[src/rtl/axi_interface_pkg.sv]
// Shared AXI-Lite types: response codes and the endpoint FSM state encodings.
// Latency: none (types, constants and a pure function only).
// Backpressure: not applicable.
package axi_interface_pkg;

   typedef enum logic [1:0] {
      AXI_RESP_OKAY   = 2'b00,
      AXI_RESP_EXOKAY = 2'b01,
      AXI_RESP_SLVERR = 2'b10,
      AXI_RESP_DECERR = 2'b11
   } axi_response_t;

   localparam axi_response_t AXI_OKAY   = AXI_RESP_OKAY;
   localparam axi_response_t AXI_SLVERR = AXI_RESP_SLVERR;

   typedef enum logic [1:0] {
      W_IDLE,
      W_COLLECT,
      W_ACCESS,
      W_RESPONSE
   } endpoint_write_state_t;

   typedef enum logic [1:0] {
      R_IDLE,
      R_ACCESS,
      R_RESPONSE
   } endpoint_read_state_t;

   // Inclusive unsigned window test used by the address decoders.
   function automatic logic in_window(input logic [31:0] addr,
                                      input logic [31:0] low,
                                      input logic [31:0] high);
      return (addr >= low) && (addr <= high);
   endfunction

endpackage

[src/rtl/axi_interface.sv]
// AXI-Lite write (AW/W/B) and read (AR/R) channel bundles between router and endpoint.
// Latency: wires only.
// Backpressure: standard valid/ready on every channel.
interface axi_write_interface;
   logic        awvalid;
   logic        awready;
   logic [31:0] awaddr;
   logic        wvalid;
   logic        wready;
   logic [31:0] wdata;
   logic [3:0]  wstrb;
   logic        bvalid;
   logic        bready;
   logic [1:0]  bresp;

   modport slave  (input  awvalid, awaddr, wvalid, wdata, wstrb, bready,
                   output awready, wready, bvalid, bresp);
   modport master (output awvalid, awaddr, wvalid, wdata, wstrb, bready,
                   input  awready, wready, bvalid, bresp);
endinterface

interface axi_read_interface;
   logic        arvalid;
   logic        arready;
   logic [31:0] araddr;
   logic        rvalid;
   logic        rready;
   logic [31:0] rdata;
   logic [1:0]  rresp;

   modport slave  (input  arvalid, araddr, rready,
                   output arready, rvalid, rdata, rresp);
   modport master (output arvalid, araddr, rready,
                   input  arready, rvalid, rdata, rresp);
endinterface

[src/rtl/axi_endpoint_timer.sv]
// Peripheral response watchdog; only compiled when AXI_ENDPOINT_TIMEOUT_EN is defined.
// Latency: expired is combinational, high in the TIMEOUT_CYCLES-th enabled cycle after clear.
// Backpressure: none; counter saturates at the limit until cleared.
`ifdef AXI_ENDPOINT_TIMEOUT_EN
module axi_endpoint_timer #(
   parameter int TIMEOUT_CYCLES = 256
) (
   input  logic clk_i,
   input  logic rst_n_i,
   input  logic clear,
   input  logic enable,
   output logic expired
);

   localparam int CW = (TIMEOUT_CYCLES > 1) ? $clog2(TIMEOUT_CYCLES) : 1;
   localparam logic [CW-1:0] LAST = CW'(TIMEOUT_CYCLES - 1);

   logic [CW-1:0] count;

   // Count enabled cycles since the last clear, holding at the limit.
   always_ff @(posedge clk_i) begin
      if (!rst_n_i || clear) begin
         count <= '0;
      end else if (enable && (count != LAST)) begin
         count <= count + CW'(1);
      end
   end

   assign expired = enable && (count == LAST);

endmodule
`endif

[src/rtl/axi_slave_endpoint.sv]
// AXI-Lite endpoint: window decode, AW/W/B and AR/R handshakes, request/done peripheral access.
// Latency: request one cycle after the address(+data) handshake; B/R valid one cycle after done.
// Backpressure: one outstanding write and one outstanding read; ready low outside IDLE/COLLECT.
// Optional peripheral timeout is enabled by defining AXI_ENDPOINT_TIMEOUT_EN.
module axi_slave_endpoint
   import axi_interface_pkg::*;
#(
   parameter logic [31:0] LOW_ADDRESS    = 32'h0000_0000,
   parameter logic [31:0] HIGH_ADDRESS   = 32'h0000_0FFF,
   parameter int          TIMEOUT_CYCLES = 256
) (
   input  logic              clk_i,
   input  logic              rst_n_i,
   axi_write_interface.slave axi_write_channel,
   axi_read_interface.slave  axi_read_channel,
   output logic              write_match_o,
   output logic              read_match_o,
   output logic              write_busy_o,
   output logic              read_busy_o,
   input  logic              write_bus_taken_i,
   input  logic              read_bus_taken_i,
   output logic [31:0]       write_address_o,
   output logic [31:0]       write_data_o,
   output logic [3:0]        write_strobe_o,
   output logic              write_request_o,
   input  logic              write_done_i,
   input  logic              write_error_i,
   output logic [31:0]       read_address_o,
   output logic              read_request_o,
   input  logic [31:0]       read_data_i,
   input  logic              read_done_i,
   input  logic              read_error_i
);

   endpoint_write_state_t write_state, write_state_next;
   endpoint_read_state_t  read_state, read_state_next;

   logic          aw_captured, w_captured;
   logic          write_open, aw_ready, w_ready, aw_hs, w_hs;
   logic          write_enter_access, write_timeout;
   axi_response_t bresp_q;

   logic          ar_ready, ar_hs, read_enter_access, read_timeout;
   axi_response_t rresp_q;
   logic [31:0]   rdata_q;

   // ---------------- write path ----------------
   assign write_match_o = axi_write_channel.awvalid &&
                          in_window(axi_write_channel.awaddr, LOW_ADDRESS, HIGH_ADDRESS);
   assign write_open    = (write_state == W_IDLE) || (write_state == W_COLLECT);
   assign aw_ready      = write_open && !aw_captured && write_match_o && !write_bus_taken_i;
   // W is only taken alongside or after our own AW, never ahead of it.
   assign w_ready       = write_open && !w_captured && (aw_captured || write_match_o) &&
                          !write_bus_taken_i;
   assign aw_hs         = aw_ready && axi_write_channel.awvalid;
   assign w_hs          = w_ready && axi_write_channel.wvalid;
   assign write_enter_access = write_open && (write_state_next == W_ACCESS);

   assign axi_write_channel.awready = aw_ready;
   assign axi_write_channel.wready  = w_ready;
   assign axi_write_channel.bvalid  = (write_state == W_RESPONSE);
   assign axi_write_channel.bresp   = bresp_q;
   assign write_request_o           = (write_state == W_ACCESS);
   assign write_busy_o              = (write_state != W_IDLE);

   // Write FSM next-state: collect AW and W in any order allowed, then access, then respond.
   always_comb begin
      write_state_next = write_state;
      case (write_state)
         W_IDLE, W_COLLECT: begin
            if ((aw_captured || aw_hs) && (w_captured || w_hs)) begin
               write_state_next = W_ACCESS;
            end else if (aw_hs || w_hs) begin
               write_state_next = W_COLLECT;
            end
         end
         W_ACCESS: begin
            if (write_done_i || write_timeout) begin
               write_state_next = W_RESPONSE;
            end
         end
         W_RESPONSE: begin
            if (axi_write_channel.bready) begin
               write_state_next = W_IDLE;
            end
         end
         default: write_state_next = W_IDLE;
      endcase
   end

   // Write state, capture flags, captured AW/W payload and the latched B response.
   always_ff @(posedge clk_i) begin
      if (!rst_n_i) begin
         write_state     <= W_IDLE;
         aw_captured     <= 1'b0;
         w_captured      <= 1'b0;
         write_address_o <= '0;
         write_data_o    <= '0;
         write_strobe_o  <= '0;
         bresp_q         <= AXI_OKAY;
      end else begin
         write_state <= write_state_next;
         if (write_enter_access) begin
            aw_captured <= 1'b0;
            w_captured  <= 1'b0;
         end else begin
            if (aw_hs) aw_captured <= 1'b1;
            if (w_hs)  w_captured  <= 1'b1;
         end
         if (aw_hs) begin
            write_address_o <= axi_write_channel.awaddr - LOW_ADDRESS;
         end
         if (w_hs) begin
            write_data_o   <= axi_write_channel.wdata;
            write_strobe_o <= axi_write_channel.wstrb;
         end
         if (write_state == W_ACCESS) begin
            if (write_done_i) begin
               bresp_q <= write_error_i ? AXI_SLVERR : AXI_OKAY;
            end else if (write_timeout) begin
               bresp_q <= AXI_SLVERR;
            end
         end
      end
   end

   // ---------------- read path ----------------
   assign read_match_o      = axi_read_channel.arvalid &&
                              in_window(axi_read_channel.araddr, LOW_ADDRESS, HIGH_ADDRESS);
   assign ar_ready          = (read_state == R_IDLE) && read_match_o && !read_bus_taken_i;
   assign ar_hs             = ar_ready && axi_read_channel.arvalid;
   assign read_enter_access = ar_hs;

   assign axi_read_channel.arready = ar_ready;
   assign axi_read_channel.rvalid  = (read_state == R_RESPONSE);
   assign axi_read_channel.rdata   = rdata_q;
   assign axi_read_channel.rresp   = rresp_q;
   assign read_request_o           = (read_state == R_ACCESS);
   assign read_busy_o              = (read_state != R_IDLE);

   // Read FSM next-state: address handshake, peripheral access, response.
   always_comb begin
      read_state_next = read_state;
      case (read_state)
         R_IDLE: begin
            if (ar_hs) read_state_next = R_ACCESS;
         end
         R_ACCESS: begin
            if (read_done_i || read_timeout) read_state_next = R_RESPONSE;
         end
         R_RESPONSE: begin
            if (axi_read_channel.rready) read_state_next = R_IDLE;
         end
         default: read_state_next = R_IDLE;
      endcase
   end

   // Read state, captured address and the latched R data/response.
   always_ff @(posedge clk_i) begin
      if (!rst_n_i) begin
         read_state     <= R_IDLE;
         read_address_o <= '0;
         rdata_q        <= '0;
         rresp_q        <= AXI_OKAY;
      end else begin
         read_state <= read_state_next;
         if (ar_hs) begin
            read_address_o <= axi_read_channel.araddr - LOW_ADDRESS;
         end
         if (read_state == R_ACCESS) begin
            if (read_done_i) begin
               rdata_q <= read_data_i;
               rresp_q <= read_error_i ? AXI_SLVERR : AXI_OKAY;
            end else if (read_timeout) begin
               rdata_q <= '0;
               rresp_q <= AXI_SLVERR;
            end
         end
      end
   end

   // ---------------- optional peripheral timeout ----------------
`ifdef AXI_ENDPOINT_TIMEOUT_EN
   axi_endpoint_timer #(.TIMEOUT_CYCLES(TIMEOUT_CYCLES)) u_write_timer (
      .clk_i   (clk_i),
      .rst_n_i (rst_n_i),
      .clear   (write_enter_access),
      .enable  (write_state == W_ACCESS),
      .expired (write_timeout)
   );

   axi_endpoint_timer #(.TIMEOUT_CYCLES(TIMEOUT_CYCLES)) u_read_timer (
      .clk_i   (clk_i),
      .rst_n_i (rst_n_i),
      .clear   (read_enter_access),
      .enable  (read_state == R_ACCESS),
      .expired (read_timeout)
   );
`else
   assign write_timeout = 1'b0;
   assign read_timeout  = 1'b0;
`endif

endmodule

[src/flat_wrapper.sv]
// flat-port wrapper written by rule: the top's interface ports become plain ports
module axi_slave_endpoint_flat import axi_interface_pkg::*;
#(
   parameter logic [31:0] LOW_ADDRESS    = 32'h0000_0000,
   parameter logic [31:0] HIGH_ADDRESS   = 32'h0000_0FFF,
   parameter int          TIMEOUT_CYCLES = 256
)
  (clk_i, rst_n_i, write_match_o, read_match_o, write_busy_o, read_busy_o, write_bus_taken_i, read_bus_taken_i, write_address_o, write_data_o, write_strobe_o, write_request_o, write_done_i, write_error_i, read_address_o, read_request_o, read_data_i, read_done_i, read_error_i, axi_write_channel_awvalid, axi_write_channel_awaddr, axi_write_channel_wvalid, axi_write_channel_wdata, axi_write_channel_wstrb, axi_write_channel_bready, axi_write_channel_awready, axi_write_channel_wready, axi_write_channel_bvalid, axi_write_channel_bresp, axi_read_channel_arvalid, axi_read_channel_araddr, axi_read_channel_rready, axi_read_channel_arready, axi_read_channel_rvalid, axi_read_channel_rdata, axi_read_channel_rresp);
  axi_write_interface axi_write_channel_i ();
  axi_read_interface axi_read_channel_i ();
  input  logic clk_i;
  input  logic rst_n_i;
  output logic write_match_o;
  output logic read_match_o;
  output logic write_busy_o;
  output logic read_busy_o;
  input  logic write_bus_taken_i;
  input  logic read_bus_taken_i;
  output logic [31:0] write_address_o;
  output logic [31:0] write_data_o;
  output logic [3:0] write_strobe_o;
  output logic write_request_o;
  input  logic write_done_i;
  input  logic write_error_i;
  output logic [31:0] read_address_o;
  output logic read_request_o;
  input  logic [31:0] read_data_i;
  input  logic read_done_i;
  input  logic read_error_i;
  input wire logic [$bits(axi_write_channel_i.awvalid)-1:0] axi_write_channel_awvalid;
  input wire logic [$bits(axi_write_channel_i.awaddr)-1:0] axi_write_channel_awaddr;
  input wire logic [$bits(axi_write_channel_i.wvalid)-1:0] axi_write_channel_wvalid;
  input wire logic [$bits(axi_write_channel_i.wdata)-1:0] axi_write_channel_wdata;
  input wire logic [$bits(axi_write_channel_i.wstrb)-1:0] axi_write_channel_wstrb;
  input wire logic [$bits(axi_write_channel_i.bready)-1:0] axi_write_channel_bready;
  output wire logic [$bits(axi_write_channel_i.awready)-1:0] axi_write_channel_awready;
  output wire logic [$bits(axi_write_channel_i.wready)-1:0] axi_write_channel_wready;
  output wire logic [$bits(axi_write_channel_i.bvalid)-1:0] axi_write_channel_bvalid;
  output wire logic [$bits(axi_write_channel_i.bresp)-1:0] axi_write_channel_bresp;
  input wire logic [$bits(axi_read_channel_i.arvalid)-1:0] axi_read_channel_arvalid;
  input wire logic [$bits(axi_read_channel_i.araddr)-1:0] axi_read_channel_araddr;
  input wire logic [$bits(axi_read_channel_i.rready)-1:0] axi_read_channel_rready;
  output wire logic [$bits(axi_read_channel_i.arready)-1:0] axi_read_channel_arready;
  output wire logic [$bits(axi_read_channel_i.rvalid)-1:0] axi_read_channel_rvalid;
  output wire logic [$bits(axi_read_channel_i.rdata)-1:0] axi_read_channel_rdata;
  output wire logic [$bits(axi_read_channel_i.rresp)-1:0] axi_read_channel_rresp;
  assign axi_write_channel_i.awvalid = axi_write_channel_awvalid;
  assign axi_write_channel_i.awaddr = axi_write_channel_awaddr;
  assign axi_write_channel_i.wvalid = axi_write_channel_wvalid;
  assign axi_write_channel_i.wdata = axi_write_channel_wdata;
  assign axi_write_channel_i.wstrb = axi_write_channel_wstrb;
  assign axi_write_channel_i.bready = axi_write_channel_bready;
  assign axi_write_channel_awready = axi_write_channel_i.awready;
  assign axi_write_channel_wready = axi_write_channel_i.wready;
  assign axi_write_channel_bvalid = axi_write_channel_i.bvalid;
  assign axi_write_channel_bresp = axi_write_channel_i.bresp;
  assign axi_read_channel_i.arvalid = axi_read_channel_arvalid;
  assign axi_read_channel_i.araddr = axi_read_channel_araddr;
  assign axi_read_channel_i.rready = axi_read_channel_rready;
  assign axi_read_channel_arready = axi_read_channel_i.arready;
  assign axi_read_channel_rvalid = axi_read_channel_i.rvalid;
  assign axi_read_channel_rdata = axi_read_channel_i.rdata;
  assign axi_read_channel_rresp = axi_read_channel_i.rresp;
  axi_slave_endpoint #(.LOW_ADDRESS(LOW_ADDRESS), .HIGH_ADDRESS(HIGH_ADDRESS), .TIMEOUT_CYCLES(TIMEOUT_CYCLES)) u_core (.clk_i(clk_i), .rst_n_i(rst_n_i), .axi_write_channel(axi_write_channel_i), .axi_read_channel(axi_read_channel_i), .write_match_o(write_match_o), .read_match_o(read_match_o), .write_busy_o(write_busy_o), .read_busy_o(read_busy_o), .write_bus_taken_i(write_bus_taken_i), .read_bus_taken_i(read_bus_taken_i), .write_address_o(write_address_o), .write_data_o(write_data_o), .write_strobe_o(write_strobe_o), .write_request_o(write_request_o), .write_done_i(write_done_i), .write_error_i(write_error_i), .read_address_o(read_address_o), .read_request_o(read_request_o), .read_data_i(read_data_i), .read_done_i(read_done_i), .read_error_i(read_error_i));
endmodule
[config.mk]
export PLATFORM = sky130hd
export DESIGN_NAME = axi_slave_endpoint_flat
export DESIGN_NICKNAME = d
export VERILOG_FILES = /design/src/rtl/axi_interface_pkg.sv /design/src/rtl/axi_interface.sv /design/src/rtl/axi_endpoint_timer.sv /design/src/rtl/axi_slave_endpoint.sv /design/src/flat_wrapper.sv
export SDC_FILE = /design/constraint.sdc
export NUM_CORES = 1
export LEC_CHECK = 0
export ABC_AREA = 1
export CORE_ASPECT_RATIO = 1.4
export CORE_MARGIN = 1
export CORE_UTILIZATION = 32
export CTS_CLUSTER_DIAMETER = 50
export DETAILED_ROUTE_END_ITERATION = 12
export PLACE_DENSITY_LB_ADDON = 0.25
export SYNTH_ARGS = -nofsm -noshare
export SYNTH_HDL_FRONTEND = slang
export SYNTH_SLANG_ARGS = --single-unit
[constraint.sdc]
create_clock -name clk_i -period 2.55 [get_ports clk_i]
set_input_delay 0.6375 -clock clk_i [delete_from_list [all_inputs] [get_ports clk_i]]
set_output_delay 0.6375 -clock clk_i [all_outputs]
set_load 0.01 [all_outputs]
# == Yosys cells after proc, flatten, opt, wreduce, memory -nomap -nowiden ==
# Index checks and enable logic that the tools add are counted.
# op_classes
addsub,0
multipliers,0
div_mod_pow,0
order_cmp,4
eq_ne,9
n_shift,0
mux,11
n_bitwise,1
reduce_logical,35
# op_table
op,count
$ge 32x1->1 const B,2
$le 32x12->1 const B,2
$mux 2,9
$logic_and 1x1->1,17
$pmux 2 s3,2
$eq 2x2->1 const B,4
$logic_or 1x1->1,5
$eq 2x1->1 const B,2
$logic_not 1->1,4
$logic_not 2->1,2
$ne 2x1->1 const B,2
$reduce_and 2->1,2
$reduce_bool 2->1,2
$reduce_or 2->1,2
$reduce_and 3->1,1
$ne 2x2->1 const B,1
$not 1->1,1
# totals
reg_bits,142
latch_bits,0
ramBits,0
mem_bits_ro,0
input_bits,145
out_inout_bits,147
word_cells,71
mem_count,0

# == Longest topological paths before layout ==
# Gate-level depths: netlist of the first run.
# depth
ltp_word,14
depth_mapped,12
depth_no_buf,12

# == Worst setup path before layout of the first run ==
# No wires, ideal clock.
# synth_timing
path_kind,in2out
from,input axi_read_channel_araddr[25]
to,output axi_read_channel_arready
arrival_ps,1618
t_required_ps,1913
path_slack_ps,295
cell_stages,7
path_buffers,1
path_cell_list,or2_0 > nor4_1 > nand3_1 > inv_2 > nand2_2 > clkbuf_1 > inv_1
# synth_between
elab_chain_len,5
elab_cells_between_ends,6
classes_between,order compare: 2; reduce/logical: 4
# synth_lines
element,line_no,rtl
"start, declared",flat_wrapper.sv:41,input wire logic [$bits(axi_read_channel_i.araddr)-1:0] axi_read_channel_araddr;
$ge 32x1->1 or $le 32x12->1 (tied branches),axi_interface_pkg.sv:33,return (addr >= low) && (addr <= high);
$logic_and 1x1->1 (*),axi_interface_pkg.sv:33,
$logic_and 1x1->1 (*),axi_slave_endpoint.sv:128,assign read_match_o = axi_read_channel.arvalid &&
net read_match_o,flat_wrapper.sv:14,output logic read_match_o;
$logic_and 1x1->1 (*) (2 in series),axi_slave_endpoint.sv:130,assign ar_ready = (read_state == R_IDLE) && read_match_o && !read_bus_taken_i;
"end, declared",flat_wrapper.sv:43,output wire logic [$bits(axi_read_channel_i.arready)-1:0] axi_read_channel_arready;
# Mark *: on every way through the listed nets, which the timed path passes. The rest lies on a longest branch.

# == Final worst setup path of the first run ==
# layout_timing
from,input axi_read_channel_araddr[13]
to,output axi_read_channel_arready
# layout_between
elab_chain_len,5
elab_cells_between_ends,6
classes_between,order compare: 2; reduce/logical: 4
# layout_lines
element,line_no
$ge 32x1->1 or $le 32x12->1 (tied branches),axi_interface_pkg.sv:33
$logic_and 1x1->1 (*),axi_interface_pkg.sv:33
$logic_and 1x1->1 (*),axi_slave_endpoint.sv:128
$logic_and 1x1->1 (*) (2 in series),axi_slave_endpoint.sv:130
# Mark *: on every way between the ends. The rest lies on a longest branch, timed or not.

==> flow_summary.toml, run 1 <==
[run_status]
status = "complete, no violations"

[setup_path]
startpoint_of_the_worst_setup_timing_path = "axi_read_channel_araddr[13]"
critical_path_arrival_ps = 1870
startpoint_type = "input pin"
ff2ff_setup_slack_ps = 780
path_buf_inv = 4
worst_r2r_startpoint = "u_core.read_state[0]"
worstSetupPathDepth = 8
critical_path.max_stage_delay_ps = 420
worstPathRequired_ps = 1910
timing.critical_path.slowest_stage_cell = "sky130_fd_sc_hd__clkdlybuf4s50_1"
cp-end-kind = "output pin"
timing_worst_setup_path_type = "input pin to output pin"
reg2regPathDepth = 7
critical_path.cell_chain = "clkdlybuf4s50_1 -> nor4_2 -> and2_1 -> nand3_2 -> inv_2 -> nand2_2 -> inv_1 -> buf_2"
largest_driver_fanout_on_the_critical_path = 2
path_delay_family = "buffers and inverters"

[final_layout]
mostFrequentLayoutCells = "276 x sky130_fd_sc_hd__clkdlybuf4s50_1, 139 x sky130_fd_sc_hd__dfxtp_1, 119 x sky130_fd_sc_hd__nand2_1, 112 x sky130_fd_sc_hd__nand3_1, 78 x sky130_fd_sc_hd__nor2_1"
post_route_cells_drive_above_1_share = 0.07320
most_common_library_cell_in_the_layout_ignoring_fill_and_taps = "sky130_fd_sc_hd__clkdlybuf4s50_1"
ff_latch_area_um2 = 2804
finish.net_count = 1102
flow.area_growth_from_synthesis_pct = 70.21
antenna_cells = 0
filler_cell_count = 1449
multiInputGateArea_um2 = 1929

[clocking]
clock_insertion_delay_worst_skew_ps = 410
clock_transition_time_at_the_flip_flop_clock_pins_of_the_worst_setup_and_hold_paths_ps = 60
cts_max_level = 4
cts_sinks = 140
clockRootBuffer = "sky130_fd_sc_hd__clkbuf_16"
cts-root-to-sink-buffers = 2
cts_buffer_count = 17
cts_tree = "done"
cts-hold-fix-buffers = 0

[route]
vias_per_cell = 4.580
detailedRoute.firstIterationViolations = 204
totalWireLength_um = 16080
drc = 0
detail_route.wl_per_cell_um = 13.79
detail_route.first_pass.iterations = 4
drtAntennaViolNets = 0
vias = 5340

[pwr]
peakVddDrop_v = 0.0003136
power_density_of_the_placed_cells_nw_per_um2 = 551.4
p_total_mw = 4.889
leakagePower_nw = 3.646

[timing]
fin_worst_skew_ps = 10.02
timing_max_transition_violations_final = 0
final_worst_path_cycle_share = 0.9843
final-setup-viol-count = 0
period_needed_ps = 2510
clock.fmax_mhz = 398.4
timing.final.hold_violations = 0
unrepaired_setup_endpoints_after_global_routing = "yes"
fin_tns_setup_ps = 0

[logic_synthesis]
synth_mux_area_frac = 0
post_synth_adder_cell_area = 0
combinational_family_with_the_most_area_after_synthesis = "simple AND/OR/NAND/NOR gates"
synth-compound-area-share = 0.09008
syn-instance-count = 677
yosys_warnings = 0
postSynthAreaPerCell_um2 = 7.694
synth.cell_area_um2 = 5209
synth_xor_area_frac = 0
unique_cell_type_count_in_the_yosys_netlist = 29
synth_enable_flop_cells = 0
ys_dominant_reg_cell = "sky130_fd_sc_hd__dfxtp_1"
async_flop_share = 0
postSynthRegisterBits = 140
synth.yosys.seq_area_share = 0.5381
synth_simple_gate_area_frac = 0.2726

[floorplanning]
count_of_standard_cell_rows = 54
die_area_um2 = 16800
die-height_um = 153.0
io-pin-count = 292
floorplan.initialDensity = 0.3309
die_x_um = 109.8
coreArea_um2 = 15740

[global_route]
grt_pass1_wl_um = 24610
grt_start_max_net_pins = 75
via_count_of_the_first_global_routing_pass = 4957
antenna_found_initial = 0
grtUsageTotal = 0.1878
grt_overflow = 0

[placement]
detailed_place_hpwl_um = 11360
portBuffers = 289
routabilityCongestion = 0.7963

[hold_path]
timing.hold.worst.class = "flop to flop"
hp-start = "u_core.read_address_o[25]"
cells_on_worst_hold_path = 2

[job]
cap_violations = 0
==> repair_timing <==
| action | 4_1_cts | 5_1_grt |
|---|---|---|
| pin swaps | 3 | 9 |
| setup endpoints to repair | 5 | 5 |
| gates resized for setup | 16 | 15 |
| buffers inserted | 0 | 1 |
==> sequential cells by signal, summed over array words and instances, names as in the netlist <==
name and count:
u_core.write_address_o 32, u_core.write_data_o 32, u_core.aw_captured 1, u_core.axi_read_channel.rresp 1
u_core.write_state 2, u_core.read_address_o 32, u_core.read_state 2, u_core.axi_write_channel.bresp 1
u_core.write_strobe_o 4, u_core.w_captured 1, u_core.axi_read_channel.rdata 32
==> Yosys cell counts (2+ instances only) <==
library cell	instances	area [µm²]
sky130_fd_sc_hd__nor2_2	3	18.77
sky130_fd_sc_hd__a21oi_1	74	370.4
sky130_fd_sc_hd__clkbuf_1	27	101.4
sky130_fd_sc_hd__buf_6	4	45.04
sky130_fd_sc_hd__nand2_1	119	446.7
sky130_fd_sc_hd__nand3_1	113	565.5
sky130_fd_sc_hd__buf_4	5	37.54
sky130_fd_sc_hd__dlygate4sd1_1	2	17.52
sky130_fd_sc_hd__buf_2	6	30.03
sky130_fd_sc_hd__o21ai_0	13	65.06
sky130_fd_sc_hd__dfxtp_1	140	2803
sky130_fd_sc_hd__nor2_1	79	296.5
sky130_fd_sc_hd__inv_1	71	266.5
sky130_fd_sc_hd__nor3_1	2	10.01
sky130_fd_sc_hd__nor4_1	4	25.02
sky130_fd_sc_hd__nand3_2	2	20.02
==> path summary, 6_finish.rpt <==
check,end
worst max-delay path,axi_read_channel_arready
worst max register to register,u_core.axi_read_channel.rdata[8]
worst min-delay path,u_core.read_address_o[25]
worst min register to register,u_core.read_address_o[25]
==> power by group <==
part	leakage [nW]	internal, mW	switching (mW)
logic	2.25	0.212	0.109
registers	1.13	2.19	0.000000290
clock network	0.270	1.38	0.999
==> final cells by class <==
type,instances,share of cell area
Timing Repair Buffer,306,0.3432
Sequential cell,140,0.3163
Multi-Input combinational cell,420,0.2176
Clock buffer,18,0.04953
Inverter,72,0.03048
Tap cell,196,0.02766
Clock inverter,14,0.01524
==> cell families after synthesis <==
logic type / Yosys count
and+or+nand+nor: 328
AOI/OAI and AO/OA: 90
other: 1
buffers and inverters: 118
DFF: 140
==> per-stage QoR <==
step / util / setup WS (ps) / area [µm²] / hold slack [ps] / std cells
2_1_floorplan: - / 294.8 / 5213 / 480.1 / 678
3_3_place_gp: 0.5241 / -436.2 / 8250 / 441.5 / 1133
3_5_place_dp: 0.5241 / -456.3 / 8250 / 448.1 / 1133
4_1_cts: 0.5603 / 7.285 / 8821 / 456.9 / 1165
5_1_grt: 0.5632 / -74.56 / 8866 / 470.2 / 1166
6_report: 0.5632 / 39.96 / 8866 / 455.0 / 1166
==> routing by layer <==
layer,wire [µm],vias up,track usage
met2,7847,200,0.3217
met4,314,0,0.07111
met3,1708,20,0.08316
met1,6206,2394,0.1982
li1,-,2726,-
met5,0,-,0
==> worst min-delay path: stages (launching register included) <==
cell                      delay [ps]
sky130_fd_sc_hd__dfxtp_1         310
sky130_fd_sc_hd__nand3_1          70
sky130_fd_sc_hd__inv_1            30
Note: power is estimated with default switching activity, not from simulation.
==> inputs of run 2 (changes only) <==
- CAP_MARGIN: unset -> 10
- CORE_UTILIZATION: 32 -> 38
==> run 2 against run 1 <==
- non-clock buffer count shrank 3
- sequential share of layout area grew 0.057 points
- core utilization grew 9.8 points
- die area shrank 16%
- clock skew is essentially flat
- critical path depth is the same
- critical endpoint unchanged
- largest cell class unchanged
- highest routed layer unchanged
==> flow_summary.toml, run 2 (synthesized netlist as in run 1, its figures left out) <==
[run_status]
status = "complete, no violations"

[setup_path]
worst_r2r_startpoint = "u_core.read_state[0]"
worstPathRequired_ps = 1910
critical_path_arrival_ps = 1850
reg2regPathDepth = 7
reg2reg_to = "u_core.axi_read_channel.rdata[14]"
startpoint_type = "input pin"
cp-end-kind = "output pin"
ff2ff_setup_slack_ps = 840
largest_driver_fanout_on_the_critical_path = 2
timing_worst_setup_path_type = "input pin to output pin"

[route]
vias_per_cell = 4.643
drc = 0
detailedRoute.firstIterationViolations = 130
detail_route.first_pass.iterations = 4
drtAntennaViolNets = 0
detail_route.wl_per_cell_um = 13.83
vias = 5335
totalWireLength_um = 15890

[pwr]
leakagePower_nw = 3.610
peakVddDrop_v = 0.0003769
p_total_mw = 4.934
power.share.sequential = 0.443
power.internal_mw = 3.714
power_frac_clock = 0.493
power_density_of_the_placed_cells_nw_per_um2 = 557.7
power.net_switching_mw = 1.220
netSwitchingFraction = 0.2473
power.combinational.fraction = 0.064

[timing]
timing.final.hold_violations = 0
fin_worst_skew_ps = 10.25
period_needed_ps = 2485
clock.fmax_mhz = 402.4
max-slew-margin-rel = 0.5675
final-setup-viol-count = 0
unrepaired_setup_endpoints_after_global_routing = "yes"
timing_max_transition_violations_final = 0
worst_slew_pin_slew_ps = 648.8
setup_ws_ps = 65.05
final_worst_path_cycle_share = 0.9745

[final_layout]
flow.area_growth_from_synthesis_pct = 69.83
finish.net_count = 1099
post_route_cells_drive_above_1_share = 0.06929
mostFrequentLayoutCells = "280 x sky130_fd_sc_hd__clkdlybuf4s50_1, 140 x sky130_fd_sc_hd__dfxtp_1, 119 x sky130_fd_sc_hd__nand2_1, 113 x sky130_fd_sc_hd__nand3_1, 76 x sky130_fd_sc_hd__nor2_1"
finalNonFillerCells = 1149
antenna_cells = 0
postLayoutCoreUtil = 0.6607
most_common_library_cell_in_the_layout_ignoring_fill_and_taps = "sky130_fd_sc_hd__clkdlybuf4s50_1"

[placement]
routabilityCongestion = 0.7953
portBuffers = 289
place_inst = 1117
place_ws_ps = -459.4
detailed_place_hpwl_um = 11280

[hold_path]
cells_on_worst_hold_path = 2
timing.hold.worst.class = "flop to flop"
hp-start = "u_core.read_address_o[14]"
timing.hold.worst_endpoint = "u_core.read_address_o[14]"

[clocking]
cts-hold-fix-buffers = 0
cts_tree = "done"
clock_transition_time_at_the_flip_flop_clock_pins_of_the_worst_setup_and_hold_paths_ps = 70
cts_sinks = 140
clock_insertion_delay_worst_skew_ps = 410
cts_buffer_count = 17
clockRootBuffer = "sky130_fd_sc_hd__clkbuf_16"
cts_max_level = 4
cts-root-to-sink-buffers = 2

[floorplanning]
count_of_standard_cell_rows = 50
die_area_um2 = 14190
die-height_um = 140.5
floorplan.initialDensity = 0.3891
io-pin-count = 292
die_x_um = 101.0
coreArea_um2 = 13390

[global_route]
antenna_found_initial = 0
grt_overflow = 0
grt_pass1_wl_um = 24180
grt_start_max_net_pins = 67
grtUsageTotal = 0.2205
via_count_of_the_first_global_routing_pass = 4937

[job]
cap_violations = 0
==> run 2: cell count changes in the layout (fill, tap and decap cells not counted), sizes merged <==
cell	previous run	this run
inv	76	81
clkinvlp	4	2
clkbuf	19	18
dlymetal6s2s	7	2
buf	21	18
clkdlybuf4s50	276	280
clkinv	5	4
dlygate4sd2	1	2
bufinv	1	0
==> run 2: through the flow <==
stage	hold WS (ps)	setup TNS [ps]	instance area [µm²]
after floorplan	480.1	0	5213
after global placement	441.8	-1667	8230
after detailed placement	445.8	-1687	8230
after CTS	457.4	-121.3	8826
after global routing	468.8	-27.22	8846
final	455.5	0	8846
==> run 2: what timing repair did <==
action                                  in CTS  in global routing
setup buffers                                0                  0
endpoints found under the setup margin       5                  4
pin swaps                                    4                  3
endpoints found under the hold margin        0                  0
gates resized for setup                     15                 14
==> run 2: how the worst max path moves through the flow <==
stage / start / end / slack [ps] / cells after the start
final: axi_read_channel_araddr[30] / axi_read_channel_arready / 70 / 8
after global placement: axi_read_channel_araddr[24] / axi_read_channel_arready / -440 / 9
after floorplan: axi_read_channel_araddr[25] / axi_read_channel_arready / 290 / 7
after detailed placement: axi_read_channel_araddr[25] / axi_read_channel_arready / -460 / 8
after CTS: axi_read_channel_araddr[25] / axi_read_channel_arready / -120 / 8
after global routing: axi_read_channel_araddr[30] / axi_read_channel_arready / -30 / 8
==> run 2: routing by layer <==
metal | part of all wire | GRT usage
met1 | 0.37 | 0.2248
met2 | 0.50 | 0.3915
met3 | 0.11 | 0.1038
met4 | 0.018 | 0.07246
met5 | 0 | 0
==> run 2: critical path: stages <==
cell	delay, ps
sky130_fd_sc_hd__clkdlybuf4s50_1	450
sky130_fd_sc_hd__nor4_1	250
sky130_fd_sc_hd__and2_1	150
sky130_fd_sc_hd__nand3_1	90
sky130_fd_sc_hd__inv_2	80
sky130_fd_sc_hd__nand2_2	50
sky130_fd_sc_hd__inv_2	50
sky130_fd_sc_hd__buf_6	90
==> run 2: power by group through the flow <==
stage                     clock network (mW)  registers (mW)  logic (mW)
after global routing                    2.59            2.18       0.339
after floorplan                            0            2.24      0.0714
after global placement                     0            2.24       0.316
after CTS                               2.48            2.19       0.316
final                                   2.43            2.19       0.316
after detailed placement                   0            2.24       0.315
==> run 2: final cells by class <==
cell class,count,area (µm²)
inverters,72,270.3
clock buffers,17,425.4
clock inverters,15,168.9
repair buffers,303,3025
flip-flops and latches,140,2803
fillers,1164,4542
multi-input cells,420,1926
well taps,182,227.7
